--- src/rtl/mips_pkg.sv ---
// rtl/mips_pkg.sv - MIPS opcode constants, instruction field positions and destination decode
package mips_pkg;

    localparam int DATA_WIDTH_DEF = 32;
    localparam int ADDR_WIDTH_DEF = 5;

    localparam logic [5:0] OP_RTYPE     = 6'b000000;
    localparam logic [5:0] OP_LW        = 6'b100011;
    localparam logic [2:0] OP_IMM_CLASS = 3'b001;

    localparam int OPCODE_LSB = 26;
    localparam int RS_LSB     = 21;
    localparam int RT_LSB     = 16;
    localparam int RD_LSB     = 11;
    localparam int FUNCT_LSB  = 0;
    localparam int IMM_LSB    = 0;

    typedef struct packed {
        logic [5:0]  opcode;
        logic [4:0]  rs;
        logic [4:0]  rt;
        logic [4:0]  rd;
        logic [5:0]  funct;
        logic [15:0] imm;
    } instr_fields_t;

    // R-type writes rd, immediate ALU ops and loads write rt, everything else writes nothing
    function automatic logic [4:0] dest_of(input logic [5:0] opcode,
                                           input logic [4:0] rt,
                                           input logic [4:0] rd);
        if (opcode == OP_RTYPE) begin
            return rd;
        end else if ((opcode[5:3] == OP_IMM_CLASS) || (opcode == OP_LW)) begin
            return rt;
        end
        return 5'd0;
    endfunction

endpackage

--- src/rtl/opfetch_scoreboard.sv ---
// rtl/opfetch_scoreboard.sv - per-register busy bits for in-flight writers; OPFETCH_WB_BYPASS_EN masks same-cycle writebacks
module opfetch_scoreboard #(
    parameter int REG_DEPTH  = 32,
    parameter int ADDR_WIDTH = 5
) (
    input  logic                  clk,
    input  logic                  rst,
    input  logic [ADDR_WIDTH-1:0] rs_i,
    input  logic [ADDR_WIDTH-1:0] rt_i,
    input  logic [ADDR_WIDTH-1:0] dest_i,
    input  logic                  set_i,
    input  logic [ADDR_WIDTH-1:0] set_addr_i,
    input  logic                  wb_wr_i,
    input  logic [ADDR_WIDTH-1:0] wb_rw_i,
    output logic                  rs_busy_o,
    output logic                  rt_busy_o,
    output logic                  dest_busy_o
);

    logic [REG_DEPTH-1:0] busy_q;
    logic [REG_DEPTH-1:0] busy_d;

    // r0 is hard-wired, so it never reports busy even if a bit were somehow set
    function automatic logic is_busy(input logic [REG_DEPTH-1:0] vec,
                                     input logic [ADDR_WIDTH-1:0] a,
                                     input logic wr,
                                     input logic [ADDR_WIDTH-1:0] rw);
`ifdef OPFETCH_WB_BYPASS_EN
        return vec[a] && (a != '0) && !(wr && (rw == a));
`else
        logic unused_wb;
        unused_wb = wr ^ (^rw);
        return vec[a] && (a != '0);
`endif
    endfunction

    assign rs_busy_o   = is_busy(busy_q, rs_i,   wb_wr_i, wb_rw_i);
    assign rt_busy_o   = is_busy(busy_q, rt_i,   wb_wr_i, wb_rw_i);
    assign dest_busy_o = is_busy(busy_q, dest_i, wb_wr_i, wb_rw_i);

    // Writeback clears first, then an issuing writer sets, so a same-address collision stays busy
    always_comb begin
        busy_d = busy_q;
        if (wb_wr_i && (wb_rw_i != '0)) begin
            busy_d[wb_rw_i] = 1'b0;
        end
        if (set_i && (set_addr_i != '0)) begin
            busy_d[set_addr_i] = 1'b1;
        end
    end

    // Busy vector register, wiped immediately by reset
    always_ff @(posedge clk or posedge rst) begin
        if (rst) begin
            busy_q <= '0;
        end else begin
            busy_q <= busy_d;
        end
    end

endmodule

--- src/rtl/operand_fetch.sv ---
// rtl/operand_fetch.sv - decode/operand-fetch stage with scoreboard hazards; OPFETCH_WB_BYPASS_EN enables writeback forwarding
module operand_fetch
    import mips_pkg::*;
#(
    parameter int DATA_WIDTH = DATA_WIDTH_DEF,
    parameter int RD_DEPTH   = 2,
    parameter int REG_DEPTH  = 32,
    parameter int ADDR_WIDTH = ADDR_WIDTH_DEF
) (
    input  logic                           clk,
    input  logic                           rst,
    input  logic                           in_valid,
    output logic                           in_ready,
    input  logic [31:0]                    in_instr,
    output logic [ADDR_WIDTH*RD_DEPTH-1:0] rr,
    input  logic [DATA_WIDTH*RD_DEPTH-1:0] q,
    input  logic                           wb_wr,
    input  logic [ADDR_WIDTH-1:0]          wb_rw,
    input  logic [DATA_WIDTH-1:0]          wb_d,
    output logic                           out_valid,
    input  logic                           out_ready,
    output logic [DATA_WIDTH-1:0]          out_rs_val,
    output logic [DATA_WIDTH-1:0]          out_rt_val,
    output logic [DATA_WIDTH-1:0]          out_imm,
    output logic [ADDR_WIDTH-1:0]          out_dest,
    output logic [5:0]                     out_opcode,
    output logic [5:0]                     out_funct
);

    // D stage: held instruction
    logic        d_valid_q;
    logic [31:0] d_instr_q;

    // O stage: registered bundle towards execute
    logic                  out_valid_q;
    logic [DATA_WIDTH-1:0] out_rs_val_q;
    logic [DATA_WIDTH-1:0] out_rt_val_q;
    logic [DATA_WIDTH-1:0] out_imm_q;
    logic [ADDR_WIDTH-1:0] out_dest_q;
    logic [5:0]            out_opcode_q;
    logic [5:0]            out_funct_q;

    instr_fields_t         d_f;
    logic [4:0]            d_dest;
    logic                  rs_busy;
    logic                  rt_busy;
    logic                  dest_busy;
    logic                  hazard;
    logic                  issue;
    logic [DATA_WIDTH-1:0] rs_val_d;
    logic [DATA_WIDTH-1:0] rt_val_d;
    logic                  unused_shamt;

    assign d_f.opcode = d_instr_q[OPCODE_LSB +: 6];
    assign d_f.rs     = d_instr_q[RS_LSB +: 5];
    assign d_f.rt     = d_instr_q[RT_LSB +: 5];
    assign d_f.rd     = d_instr_q[RD_LSB +: 5];
    assign d_f.funct  = d_instr_q[FUNCT_LSB +: 6];
    assign d_f.imm    = d_instr_q[IMM_LSB +: 16];
    assign unused_shamt = ^d_instr_q[10:6];

    assign d_dest = dest_of(d_f.opcode, d_f.rt, d_f.rd);

    opfetch_scoreboard #(
        .REG_DEPTH  (REG_DEPTH),
        .ADDR_WIDTH (ADDR_WIDTH)
    ) u_sb (
        .clk         (clk),
        .rst         (rst),
        .rs_i        (d_f.rs),
        .rt_i        (d_f.rt),
        .dest_i      (d_dest),
        .set_i       (issue),
        .set_addr_i  (d_dest),
        .wb_wr_i     (wb_wr),
        .wb_rw_i     (wb_rw),
        .rs_busy_o   (rs_busy),
        .rt_busy_o   (rt_busy),
        .dest_busy_o (dest_busy)
    );

    assign hazard   = d_valid_q && (rs_busy || rt_busy || ((d_dest != '0) && dest_busy));
    assign issue    = d_valid_q && !hazard && (!out_valid_q || out_ready);
    assign in_ready = !d_valid_q || issue;
    assign rr       = d_valid_q ? {d_f.rt, d_f.rs} : '0;

`ifdef OPFETCH_WB_BYPASS_EN
    // Forward the writeback word when it targets a non-zero source this cycle
    always_comb begin
        rs_val_d = q[DATA_WIDTH-1:0];
        rt_val_d = q[2*DATA_WIDTH-1:DATA_WIDTH];
        if (wb_wr && (wb_rw == d_f.rs) && (d_f.rs != '0)) begin
            rs_val_d = wb_d;
        end
        if (wb_wr && (wb_rw == d_f.rt) && (d_f.rt != '0)) begin
            rt_val_d = wb_d;
        end
    end
`else
    logic unused_wb_d;
    assign unused_wb_d = ^wb_d;
    assign rs_val_d    = q[DATA_WIDTH-1:0];
    assign rt_val_d    = q[2*DATA_WIDTH-1:DATA_WIDTH];
`endif

    // D register: refill on accept (also in the issue cycle), otherwise drain on issue
    always_ff @(posedge clk or posedge rst) begin
        if (rst) begin
            d_valid_q <= 1'b0;
            d_instr_q <= '0;
        end else if (in_valid && in_ready) begin
            d_valid_q <= 1'b1;
            d_instr_q <= in_instr;
        end else if (issue) begin
            d_valid_q <= 1'b0;
        end
    end

    // O register: load on issue, hold while execute stalls, drop once consumed
    always_ff @(posedge clk or posedge rst) begin
        if (rst) begin
            out_valid_q  <= 1'b0;
            out_rs_val_q <= '0;
            out_rt_val_q <= '0;
            out_imm_q    <= '0;
            out_dest_q   <= '0;
            out_opcode_q <= '0;
            out_funct_q  <= '0;
        end else if (issue) begin
            out_valid_q  <= 1'b1;
            out_rs_val_q <= rs_val_d;
            out_rt_val_q <= rt_val_d;
            out_imm_q    <= {{(DATA_WIDTH-16){d_f.imm[15]}}, d_f.imm};
            out_dest_q   <= d_dest;
            out_opcode_q <= d_f.opcode;
            out_funct_q  <= d_f.funct;
        end else if (out_ready) begin
            out_valid_q  <= 1'b0;
        end
    end

    assign out_valid  = out_valid_q;
    assign out_rs_val = out_rs_val_q;
    assign out_rt_val = out_rt_val_q;
    assign out_imm    = out_imm_q;
    assign out_dest   = out_dest_q;
    assign out_opcode = out_opcode_q;
    assign out_funct  = out_funct_q;

endmodule

--- config.mk ---
export PLATFORM = sky130hd
export DESIGN_NAME = operand_fetch
export DESIGN_NICKNAME = d
export VERILOG_FILES = /design/src/rtl/mips_pkg.sv /design/src/rtl/opfetch_scoreboard.sv /design/src/rtl/operand_fetch.sv
export SDC_FILE = /design/constraint.sdc
export NUM_CORES = 1
export LEC_CHECK = 0
export BUFFER_PORTS_ARGS = -buffer_cell sky130_fd_sc_hd__buf_2
export CORE_ASPECT_RATIO = 0.8
export CORE_MARGIN = 2
export CORE_UTILIZATION = 54
export CTS_CLUSTER_DIAMETER = 120
export DETAILED_ROUTE_END_ITERATION = 10
export PLACE_DENSITY_LB_ADDON = 0.25
export RECOVER_POWER = 25
export SETUP_SLACK_MARGIN = 0.5
export SYNTH_ARGS = -nofsm -noshare
export SYNTH_HDL_FRONTEND = slang
export SYNTH_HIERARCHICAL = 1
export SYNTH_SLANG_ARGS = --single-unit
--- constraint.sdc ---
create_clock -name clk -period 7.2 [get_ports clk]
set_input_delay 0 -clock clk [delete_from_list [all_inputs] [get_ports clk]]
set_output_delay 0 -clock clk [all_outputs]
set_load 0.005 [all_outputs]
==> results.sh, run 1 <==
export IMPL_cts_resized=0
export IMPL_path_buf_inv=2
export IMPL_hpwlAfterDp_mm=13.0
export IMPL_grt_max_degree=85
export IMPL_clock_fmax_mhz=213
export IMPL_gr_usage_all_layers_pct=29.9
export IMPL_numCtsBuffers=17
export IMPL_finalHoldViolCount=0
export IMPL_status="finished, violations left"
export IMPL_synth_edf_count=0
export IMPL_clock_path_buffers=2
export IMPL_startpoint="d_instr_q[29]"
export IMPL_nFillCells=872
export IMPL_hp_start="wb_rw[2]"
export IMPL_clock_latency_ps=430
export IMPL_wl_per_cell_um=19.6
export IMPL_crit_path_end_kind="register"
export IMPL_gp_congestion=0.836
export IMPL_cp_slowest_cell="buf_4"
export IMPL_p_leak_nw=4.59
export IMPL_num_rows=38
export IMPL_synth_area_leaders="dfrtp_1 53%, mux2_1 19%, o21ai_0 4.3%, mux2i_1 3.4%, buf_4 3.3%"
export IMPL_path_depth=11
export IMPL_critical_path_class="reg2reg"
export IMPL_grt_pass1_wl_mm=33.3
export IMPL_port_buffers=230
export IMPL_antenna_found_initial=0
export IMPL_postSynthAreaPerCell_um2=12.6
export IMPL_crit_chain="nor2_1 > nand4_1 > a21o_1 > a21oi_1 > nand3_1 > o21ai_1 > or3_1 > inv_2 > o31ai_4 > buf_4 > mux2_1"
export IMPL_async_flop_share_pct=100
export IMPL_synth_top_cell_area_share_pct=53.3
export IMPL_fin_crit_ps=4690
export IMPL_vias_per_cell=5.60
export IMPL_critPathMaxStageDelay_ps=920
export IMPL_ys_seq_elements=157
export IMPL_slew_viol_final=65
export IMPL_stdcell_count=1084
export IMPL_fin_tns_setup_ps=0
export IMPL_cts_tree="yes"
export IMPL_first_pass_iters=6
export IMPL_power_density_nw_per_um2=466
export IMPL_nets=1029
export IMPL_drc=0
export IMPL_die_area_um2=14600
export IMPL_initial_core_util_pct=54.8
export IMPL_vias=6068
export IMPL_first_global_vias=6267
export IMPL_cp_max_fo=84
export IMPL_die_h_um=108
export IMPL_rsz0062_at_grt="false"
export IMPL_reg2reg_depth=11
export IMPL_ys_seq_area_share_pct=53.3
export IMPL_grtUsageMet1_pct=37.9
export IMPL_relSlewSlack_pct=-85.4
export IMPL_clk_pin_slew_ps=70
export IMPL_use_met3_pct=8.06
export IMPL_timing_final_crit_share_pct=65.1
export IMPL_synth_cell_type_count=43
export IMPL_layout_drive_gt1_share_pct=30.2
export IMPL_startpoint_type="register"
export IMPL_timing_rr_start="d_instr_q[29]"
export IMPL_setup_violations=0
export IMPL_htreeDepth=4
export IMPL_synth_top_area_cell="dfrtp_1"
export IMPL_r2r_end="out_rs_val[5]"
export IMPL_ant_nets=0
export IMPL_use_met2_pct=50.4
export IMPL_synth_flop_cell="dfrtp_1"
export IMPL_skew_ps=15.4
export IMPL_die_w_um=135
export IMPL_drt_total_wl_mm=21.2
export IMPL_ir_worst_vdd_mv=0.373
export IMPL_cts_setup_buffers=0
export IMPL_syn_area_um2=7370
export IMPL_cp_endpoint="out_rs_val[5]"
export IMPL_core_um2=13500
export IMPL_antenna_cells=0
export IMPL_overflow=0
export IMPL_cts_root_buf="clkbuf_16"
export IMPL_worstMarginPinSlew_ps=2770
export IMPL_synth_nets=723
export IMPL_drv_cap=1
export IMPL_cts_sinks=157
export IMPL_crit_required_ps=7500
export IMPL_top_usage_layer="met2"
export IMPL_violations="max-capacitance violations, max-slew violations"
export IMPL_critPathTopFamily="compound AO/OA/AOI/OAI gates"
export IMPL_syn_inst=585
export IMPL_drtIter0Drc=476
export IMPL_ios=263
export IMPL_hold_class="in2reg"
export IMPL_areaGrowthSynthToFinish_pct=36.8
export IMPL_r2r_slack_ps=2510
export IMPL_ys_warnings_count=6
export IMPL_crit_arrival_ps=4990
export IMPL_dpl_cell_count=948
[sequential cells by signal, indices dropped and copies added, names as in the netlist]
| signal | flops |
|---|---|
| out_valid | 1 |
| out_imm | 16 |
| out_opcode | 6 |
| d_instr_q | 32 |
| u_sb/busy_q | 32 |
| out_rs_val | 32 |
| d_valid_q | 1 |
| out_rt_val | 32 |
| out_dest | 5 |
[tightest hold or removal path: stages]
cell	delay, ps
buf_2	140
nand3_1	120
o21ai_0	90
o21ai_0	70
[final cells by class]
class	instances	area, um2	share of cell area, %
Multi-Input combinational cell	370	3090	30.6
Clock buffer	19	443	4.39
Inverter	6	23.8	0.236
Tap cell	180	225	2.23
Clock inverter	13	163	1.61
Timing Repair Buffer	339	2210	21.9
Sequential cell	157	3930	39.0
[where the power goes]
part / internal (mW) / switching [mW]
registers: 1.31 / 0.403
clock network: 0.557 / 0.367
logic: 1.04 / 1.03
total: 2.91 / 1.80
[metal layers]
| metal | wire length [um] | up-vias |
|---|---|---|
| li1 | - | 2711 |
| met1 | 8480 | 3022 |
| met2 | 10700 | 304 |
| met3 | 1650 | 31 |
| met4 | 371 | 0 |
| met5 | 0 | - |
[repair_timing]
item                                    in CTS  in global routing
hold endpoints to repair                   196                  0
endpoints found under the setup margin       0                  0
hold buffers                               103                  0
[synthesized netlist by cell type, types with 3 or more instances]
master,number
nand3b_1,24
clkbuf_1,7
o21ai_0,63
mux4_2,6
mux2_2,3
nand2_1,14
o311ai_1,3
a2111oi_0,4
buf_2,12
nor2_1,10
nor3_1,5
mux2_1,124
nand2b_1,7
a21oi_1,7
and2_1,10
nand3_1,29
mux2i_1,25
inv_1,4
dfrtp_1,157
nor2b_1,9
buf_4,32
[how the worst min path moves through the flow]
stage | end | slack [ps] | depth (start not counted)
2_1_floorplan | d_valid_q | 110 | 1
3_3_place_gp | out_rs_val[8] | 180 | 2
3_5_place_dp | out_rt_val[30] | 210 | 2
4_1_cts | u_sb/busy_q[2] | 10 | 4
5_1_grt | u_sb/busy_q[3] | 50 | 4
6_report | u_sb/busy_q[28] | 30 | 4
[kinds of logic (layout without fill, tap and decap cells)]
group	after synthesis	after routing	share of synthesized area, %
AOI/OAI and AO/OA	87	87	6.77
buffers and inverters	58	377	4.89
DFF	157	157	53.3
muxes	159	159	25.0
and+or+nand+nor	124	124	10.0
[per-stage QoR]
stage                     utilization (%)  instance area [um2]  hold WS [ps]  total power [mW]  setup WS, ps
after floorplan                         -                 7370           108              3.07          3420
after CTS                            75.0                10100          11.1              4.65          2540
after global routing                 74.9                10100          49.4              5.00          2140
after detailed placement             62.9                 8460           207              3.67          2640
after global placement               62.9                 8460           182              3.55          2780
final                                74.9                10100          28.1              4.70          2510
[placed cells by master, fill, tap and decap left out, drive strengths merged, types with 2 or more instances in the layout]
master         n
mux4           7
a21oi          7
buf          224
bufinv         3
clkinv         6
or4            2
a211oi         2
nand2b         7
dfrtp        157
nand3         29
nor4           2
nand2         14
nand4          2
a2111oi        4
clkbuf        31
nor2          10
nor4b          2
or3b           2
clkinvlp       3
o21ai         65
nor2b          9
mux2i         25
mux2         127
or3            2
inv            7
and2          10
nand3b        24
dlygate4sd3  103
o311ai         3
nor3           5
Note: power is estimated with default switching activity, not from simulation.
==> inputs of run 2 (changes only) <==
--- a/config.mk
+++ b/config.mk
@@ -8,7 +8,7 @@
 export BUFFER_PORTS_ARGS = -buffer_cell sky130_fd_sc_hd__buf_2
 export CORE_ASPECT_RATIO = 0.8
 export CORE_MARGIN = 2
-export CORE_UTILIZATION = 54
+export CORE_UTILIZATION = 50
 export CTS_CLUSTER_DIAMETER = 120
 export DETAILED_ROUTE_END_ITERATION = 10
 export PLACE_DENSITY_LB_ADDON = 0.25
==> constraint.sdc (replaced) <==
create_clock -name clk -period 4.61 [get_ports clk]
set_input_delay 0 -clock clk [delete_from_list [all_inputs] [get_ports clk]]
set_output_delay 0 -clock clk [all_outputs]
set_load 0.005 [all_outputs]
==> run 2 against run 1 <==
  * The run still ends with max-capacitance violations, max-slew violations left
  * Cell area is 0.37% lower
  * Via count is 0.40% lower
  * Worst setup slack worse by 1700 ps
  * Critical endpoint is now d_instr_q[0]
  * Critical path depth is 3 higher
  * Largest cell class unchanged
  * Non-clock buffer count is 7 higher
==> results.sh, run 2 (synthesis gave the netlist of run 1 again) <==
export IMPL_status="finished, violations left"
export IMPL_violations="max-capacitance violations, max-slew violations"
export IMPL_p_comb_share_pct=45.4
export IMPL_drt_total_wl_mm=20.7
export IMPL_numCtsBuffers=17
export IMPL_critPathMaxStageDelay_ps=600
export IMPL_fin_tns_setup_ps=0
export IMPL_wl_per_cell_um=18.9
export IMPL_r2r_slack_ps=790
export IMPL_clk_pin_slew_ps=60
export IMPL_power_density_nw_per_um2=717
export IMPL_core_um2=14300
export IMPL_rsz0062_at_grt="false"
export IMPL_clock_latency_ps=430
export IMPL_crit_chain="nor4_1 > a21oi_1 > a21o_1 > a21oi_2 > mux4_1 > nand2b_1 > nand3_1 > o21ai_1 > or3_1 > inv_2 > o31ai_4 > a21boi_4 > buf_6 > mux2_1"
export IMPL_antenna_found_initial=0
export IMPL_p_seq_share_pct=36.5
export IMPL_slew_viol_final=82
export IMPL_hpwlAfterDp_mm=13.1
export IMPL_skew_ps=11.5
export IMPL_crit_required_ps=4910
export IMPL_worstMarginPinSlew_ps=3000
export IMPL_hold_class="in2reg"
export IMPL_finalInstanceArea_um2=10000
export IMPL_ant_nets=0
export IMPL_crit_path_end_kind="register"
export IMPL_die_area_um2=15700
export IMPL_vias_per_cell=5.52
export IMPL_layout_common_cells="163 x buf_2, 157 x dfrtp_1, 124 x mux2_1, 103 x dlygate4sd3_1, 69 x clkbuf_1"
export IMPL_use_met2_pct=45.7
export IMPL_clock_path_buffers=2
export IMPL_layout_drive_gt1_share_pct=24.7
export IMPL_overflow=0
export IMPL_place_area_um2=8510
export IMPL_die_w_um=140
export IMPL_setup_slack_ps=785
export IMPL_pre_cts_ws_ps=553
export IMPL_setup_violations=0
export IMPL_startpoint_type="register"
export IMPL_cts_root_buf="clkbuf_16"
export IMPL_p_leak_nw=4.45
export IMPL_drc=0
export IMPL_cts_tree="yes"
export IMPL_p_int_mw=4.40
export IMPL_cts_sinks=157
export IMPL_use_met3_pct=6.14
export IMPL_fin_crit_ps=3820
export IMPL_nets=1036
export IMPL_vias=6044
export IMPL_die_h_um=113
export IMPL_power_share_clock_pct=18.2
export IMPL_finalHoldViolCount=0
export IMPL_stdcell_count=1095
export IMPL_final_util_pct=70.0
export IMPL_final_common_cell="buf_2"
export IMPL_timing_final_crit_share_pct=83.0
export IMPL_grt_max_degree=82
export IMPL_drv_cap=1
export IMPL_relSlewSlack_pct=-99.8
export IMPL_power_mw=7.20
export IMPL_gp_congestion=0.919
export IMPL_num_rows=39
export IMPL_ios=263
export IMPL_dpl_cell_count=959
export IMPL_hold_slack_ps=21.9
export IMPL_critical_path_class="reg2reg"
export IMPL_antenna_cells=0
export IMPL_p_sw_share_pct=38.9
export IMPL_initial_core_util_pct=51.4
export IMPL_top_usage_layer="met2"
export IMPL_cp_max_fo=32
export IMPL_port_buffers=230
export IMPL_gr_usage_all_layers_pct=26.8
export IMPL_first_pass_iters=5
export IMPL_htreeDepth=4
export IMPL_first_global_vias=6220
export IMPL_crit_arrival_ps=4120
export IMPL_drtIter0Drc=431
export IMPL_p_sw_mw=2.80
export IMPL_nFillCells=994
export IMPL_cp_slowest_cell="mux4_1"
export IMPL_areaGrowthSynthToFinish_pct=36.3
export IMPL_grtUsageMet1_pct=34.3
export IMPL_ir_worst_vdd_mv=0.474
export IMPL_grt_pass1_wl_mm=33.1
export IMPL_clock_fmax_mhz=261
==> run 2: changes by cell type in the layout (fill, tap and decap cells not counted), moves of 3 or more <==
| cell | delta |
|---|---|
| buf_4 | +5 |
| clkinv_2 | -4 |
| clkbuf_1 | +56 |
| buf_2 | -56 |
| bufinv_16 | -3 |
| inv_6 | +3 |
==> run 2: metal layers <==
| layer | vias to the layer above | part of all wire (%) | routed length [um] |
|---|---|---|---|
| met5 | - | 0 | 0 |
| met3 | 40 | 8.3 | 1710 |
| met2 | 311 | 49 | 10100 |
| met4 | 0 | 2.3 | 481 |
| met1 | 2964 | 40 | 8310 |
| li1 | 2729 | - | - |
==> run 2: worst paths after layout <==
check                          startpoint               to  cells after the start
hold reg to reg            u_sb/busy_q[0]   u_sb/busy_q[0]                      0
hold / removal                      wb_wr   u_sb/busy_q[1]                      4
min in group asynchronous             rst  u_sb/busy_q[30]                      3
setup / recovery            d_instr_q[31]     d_instr_q[0]                     14
setup reg to reg            d_instr_q[31]     d_instr_q[0]                     14
max in group asynchronous             rst   out_rt_val[21]                      4
==> run 2: area by class of cell <==
class                   count  area, um2  area share [%]
flip-flops and latches    157       3930            39.1
multi-input cells         370       3100            30.8
repair buffers            346       2220            22.1
clock buffers              20        447            4.45
well taps                 184        230            2.29
clock inverters            12        105            1.05
inverters                   6       22.5           0.224
==> run 2: power by group through the flow <==
stage / Sequential [mW] / Combinational (mW) / Clock (mW)
finish: 2.63 / 3.27 / 1.31
global route: 2.72 / 3.57 / 1.39
CTS: 2.59 / 3.26 / 1.34
detailed placement: 2.59 / 3.16 / 0
global placement: 2.55 / 3.05 / 0
floorplan: 2.45 / 2.35 / 0
==> run 2: critical path: cells and delay by family (launching register included) <==
kind,cells,cell delay (ps)
AO/OA/AOI/OAI,6,990
buffers and inverters,2,390
flip-flops,1,470
multiplexers,2,980
AND/OR/NAND/NOR,4,860
==> run 2: what timing repair did <==
item | in CTS | in global routing
hold endpoints to repair | 213 | 0
cloned | 0 | 0
hold buffers | 103 | 0
setup endpoints to repair | 1 | 108
buffers inserted | 0 | 1
pin swaps | 0 | 1
resized for setup | 2 | 5
==> inputs of run 3 (changes only) <==
==> constraint.sdc (replaced) <==
create_clock -name clk -period 3.6 [get_ports clk]
set_input_delay 0 -clock clk [delete_from_list [all_inputs] [get_ports clk]]
set_output_delay 0 -clock clk [all_outputs]
set_load 0.005 [all_outputs]
==> run 3 against run 2 <==
  * The run still ends with max-capacitance violations, max-slew violations left
  * Register-to-register slack worse by 780 ps
  * Flip-flop and latch count unchanged
  * Critical path depth increased by 2
  * Sequential share of layout area is 2.8 points lower
  * Non-clock buffer count rose by 41
  * Worst hold slack improved by 28 ps
  * Cell area is 7.7% higher
  * Global-route usage up 1.3 points
==> results.sh, run 3 (synthesis gave the netlist of run 1 again) <==
export IMPL_clk_pin_slew_ps=70
export IMPL_num_rows=39
export IMPL_stdcell_count=1137
export IMPL_slew_viol_final=121
export IMPL_cp_max_fo=8
export IMPL_timing_final_crit_share_pct=100
export IMPL_first_pass_iters=5
export IMPL_nets=1077
export IMPL_relSlewSlack_pct=-5.58
export IMPL_hpwlAfterDp_mm=13.6
export IMPL_worstMarginPinSlew_ps=1580
export IMPL_first_global_vias=6485
export IMPL_skew_ps=10.8
export IMPL_crit_arrival_ps=3940
export IMPL_antenna_found_initial=1
export IMPL_ios=263
export IMPL_cp_slowest_cell="mux4_2"
export IMPL_htreeDepth=4
export IMPL_power_density_nw_per_um2=1010
export IMPL_die_h_um=113
export IMPL_dpl_cell_count=974
export IMPL_grt_max_degree=121
export IMPL_final_common_cell="buf_2"
export IMPL_crit_chain="nor4_4 > nand3_2 > a21oi_4 > buf_6 > mux4_2 > nor2_1 > nor2_1 > or3_1 > inv_2 > o31ai_4 > buf_6 > buf_12 > clkinv_8 > nor2b_4 > nand3_2 > o21ai_1"
export IMPL_cts_tree="yes"
export IMPL_numCtsBuffers=17
export IMPL_overflow=0
export IMPL_critPathMaxStageDelay_ps=480
export IMPL_drc=0
export IMPL_p_leak_nw=4.89
export IMPL_layout_common_cells="180 x buf_2, 154 x dfrtp_1, 103 x dlygate4sd3_1, 97 x mux2_1, 52 x clkbuf_1"
export IMPL_finalHoldViolCount=0
export IMPL_gr_usage_all_layers_pct=28.1
export IMPL_crit_path_end_kind="register"
export IMPL_hold_class="in2reg"
export IMPL_rsz0062_at_grt="true"
export IMPL_fin_tns_setup_ps=0
export IMPL_violations="max-capacitance violations, max-slew violations"
export IMPL_ir_worst_vdd_mv=0.677
export IMPL_final_util_pct=75.4
export IMPL_finalInstanceArea_um2=10800
export IMPL_cts_root_buf="clkbuf_16"
export IMPL_die_area_um2=15700
export IMPL_gp_congestion=0.877
export IMPL_drv_cap=1
export IMPL_port_buffers=230
export IMPL_place_area_um2=8760
export IMPL_critPathTopFamily="simple AND/OR/NAND/NOR gates"
export IMPL_drtIter0Drc=563
export IMPL_setup_slack_ps=1.25
export IMPL_path_buf_inv=5
export IMPL_layout_drive_gt1_share_pct=35.5
export IMPL_vias_per_cell=5.62
export IMPL_critical_path_class="reg2reg"
export IMPL_core_um2=14300
export IMPL_pre_cts_ws_ps=62.9
export IMPL_clock_latency_ps=430
export IMPL_initial_core_util_pct=51.4
export IMPL_wl_per_cell_um=20.5
export IMPL_areaGrowthSynthToFinish_pct=46.8
export IMPL_ant_nets=0
export IMPL_fin_crit_ps=3600
export IMPL_cts_sinks=157
export IMPL_vias=6387
export IMPL_die_w_um=140
export IMPL_crit_required_ps=3940
export IMPL_grt_pass1_wl_mm=34.6
export IMPL_drt_total_wl_mm=23.3
export IMPL_setup_violations=0
export IMPL_startpoint_type="register"
export IMPL_clock_fmax_mhz=278
export IMPL_status="finished, violations left"
export IMPL_clock_path_buffers=2
run 3: worst paths after layout:
| kind | start | end | slack (ps) | cells past startpoint |
|---|---|---|---|---|
| min reg2reg | u_sb/busy_q[0] | u_sb/busy_q[0] | 410 | 0 |
| max | d_instr_q[27] | u_sb/busy_q[14] | 1 | 16 |
| min | wb_rw[4] | u_sb/busy_q[19] | 50 | 4 |
| max reg2reg | d_instr_q[27] | u_sb/busy_q[14] | 1 | 16 |
| min in group asynchronous | rst | out_dest[3] | 60 | 3 |
| max in group asynchronous | rst | d_instr_q[28] | 1550 | 4 |
run 3: area by class of cell:
type	count	area (um2)
sequential	157	3930
fill	876	3530
multi-input combinational	370	3350
timing repair buffer	387	2720
clock buffer	19	433
tap	184	230
clock inverter	13	109
inverter	6	36.3
antenna	1	2.50
run 3: worst register-to-register path, delay by kind of cell (launching register included):
family | cells | cell delay [ps]
AO/OA/AOI/OAI | 3 | 480
multiplexers | 1 | 480
buffers and inverters | 5 | 620
flip-flops | 1 | 460
AND/OR/NAND/NOR | 7 | 1460
run 3: power breakdown:
| group | total (mW) | internal, mW | switching (mW) |
|---|---|---|---|
| clock network | 1.67 | 0.897 | 0.773 |
| registers | 3.38 | 2.62 | 0.760 |
| logic | 5.93 | 3.27 | 2.66 |
| total | 11.0 | 6.78 | 4.20 |
run 3: metrics by stage:
step	power [mW]	hold WS (ps)
after floorplan	6.34	108
after global placement	7.63	-58.7
after detailed placement	7.84	-55.0
after CTS	9.85	11.3
after global routing	11.6	48.9
final	11.0	50.2
run 3: layer usage:
metal | track usage, % | wire length [um]
met1 | 35.7 | 9310
met2 | 46.2 | 11500
met3 | 8.19 | 1820
met4 | 10.7 | 706
met5 | 0 | 0
run 3: timing repair:
action / 4_1_cts / 5_1_grt
pin swaps: 5 / 9
hold buffers: 103 / 0
gates resized for setup: 30 / 51
endpoints found under the setup margin: 156 / 156
buffers inserted: 6 / 15
cloned: 0 / 6
hold endpoints to repair: 258 / 0
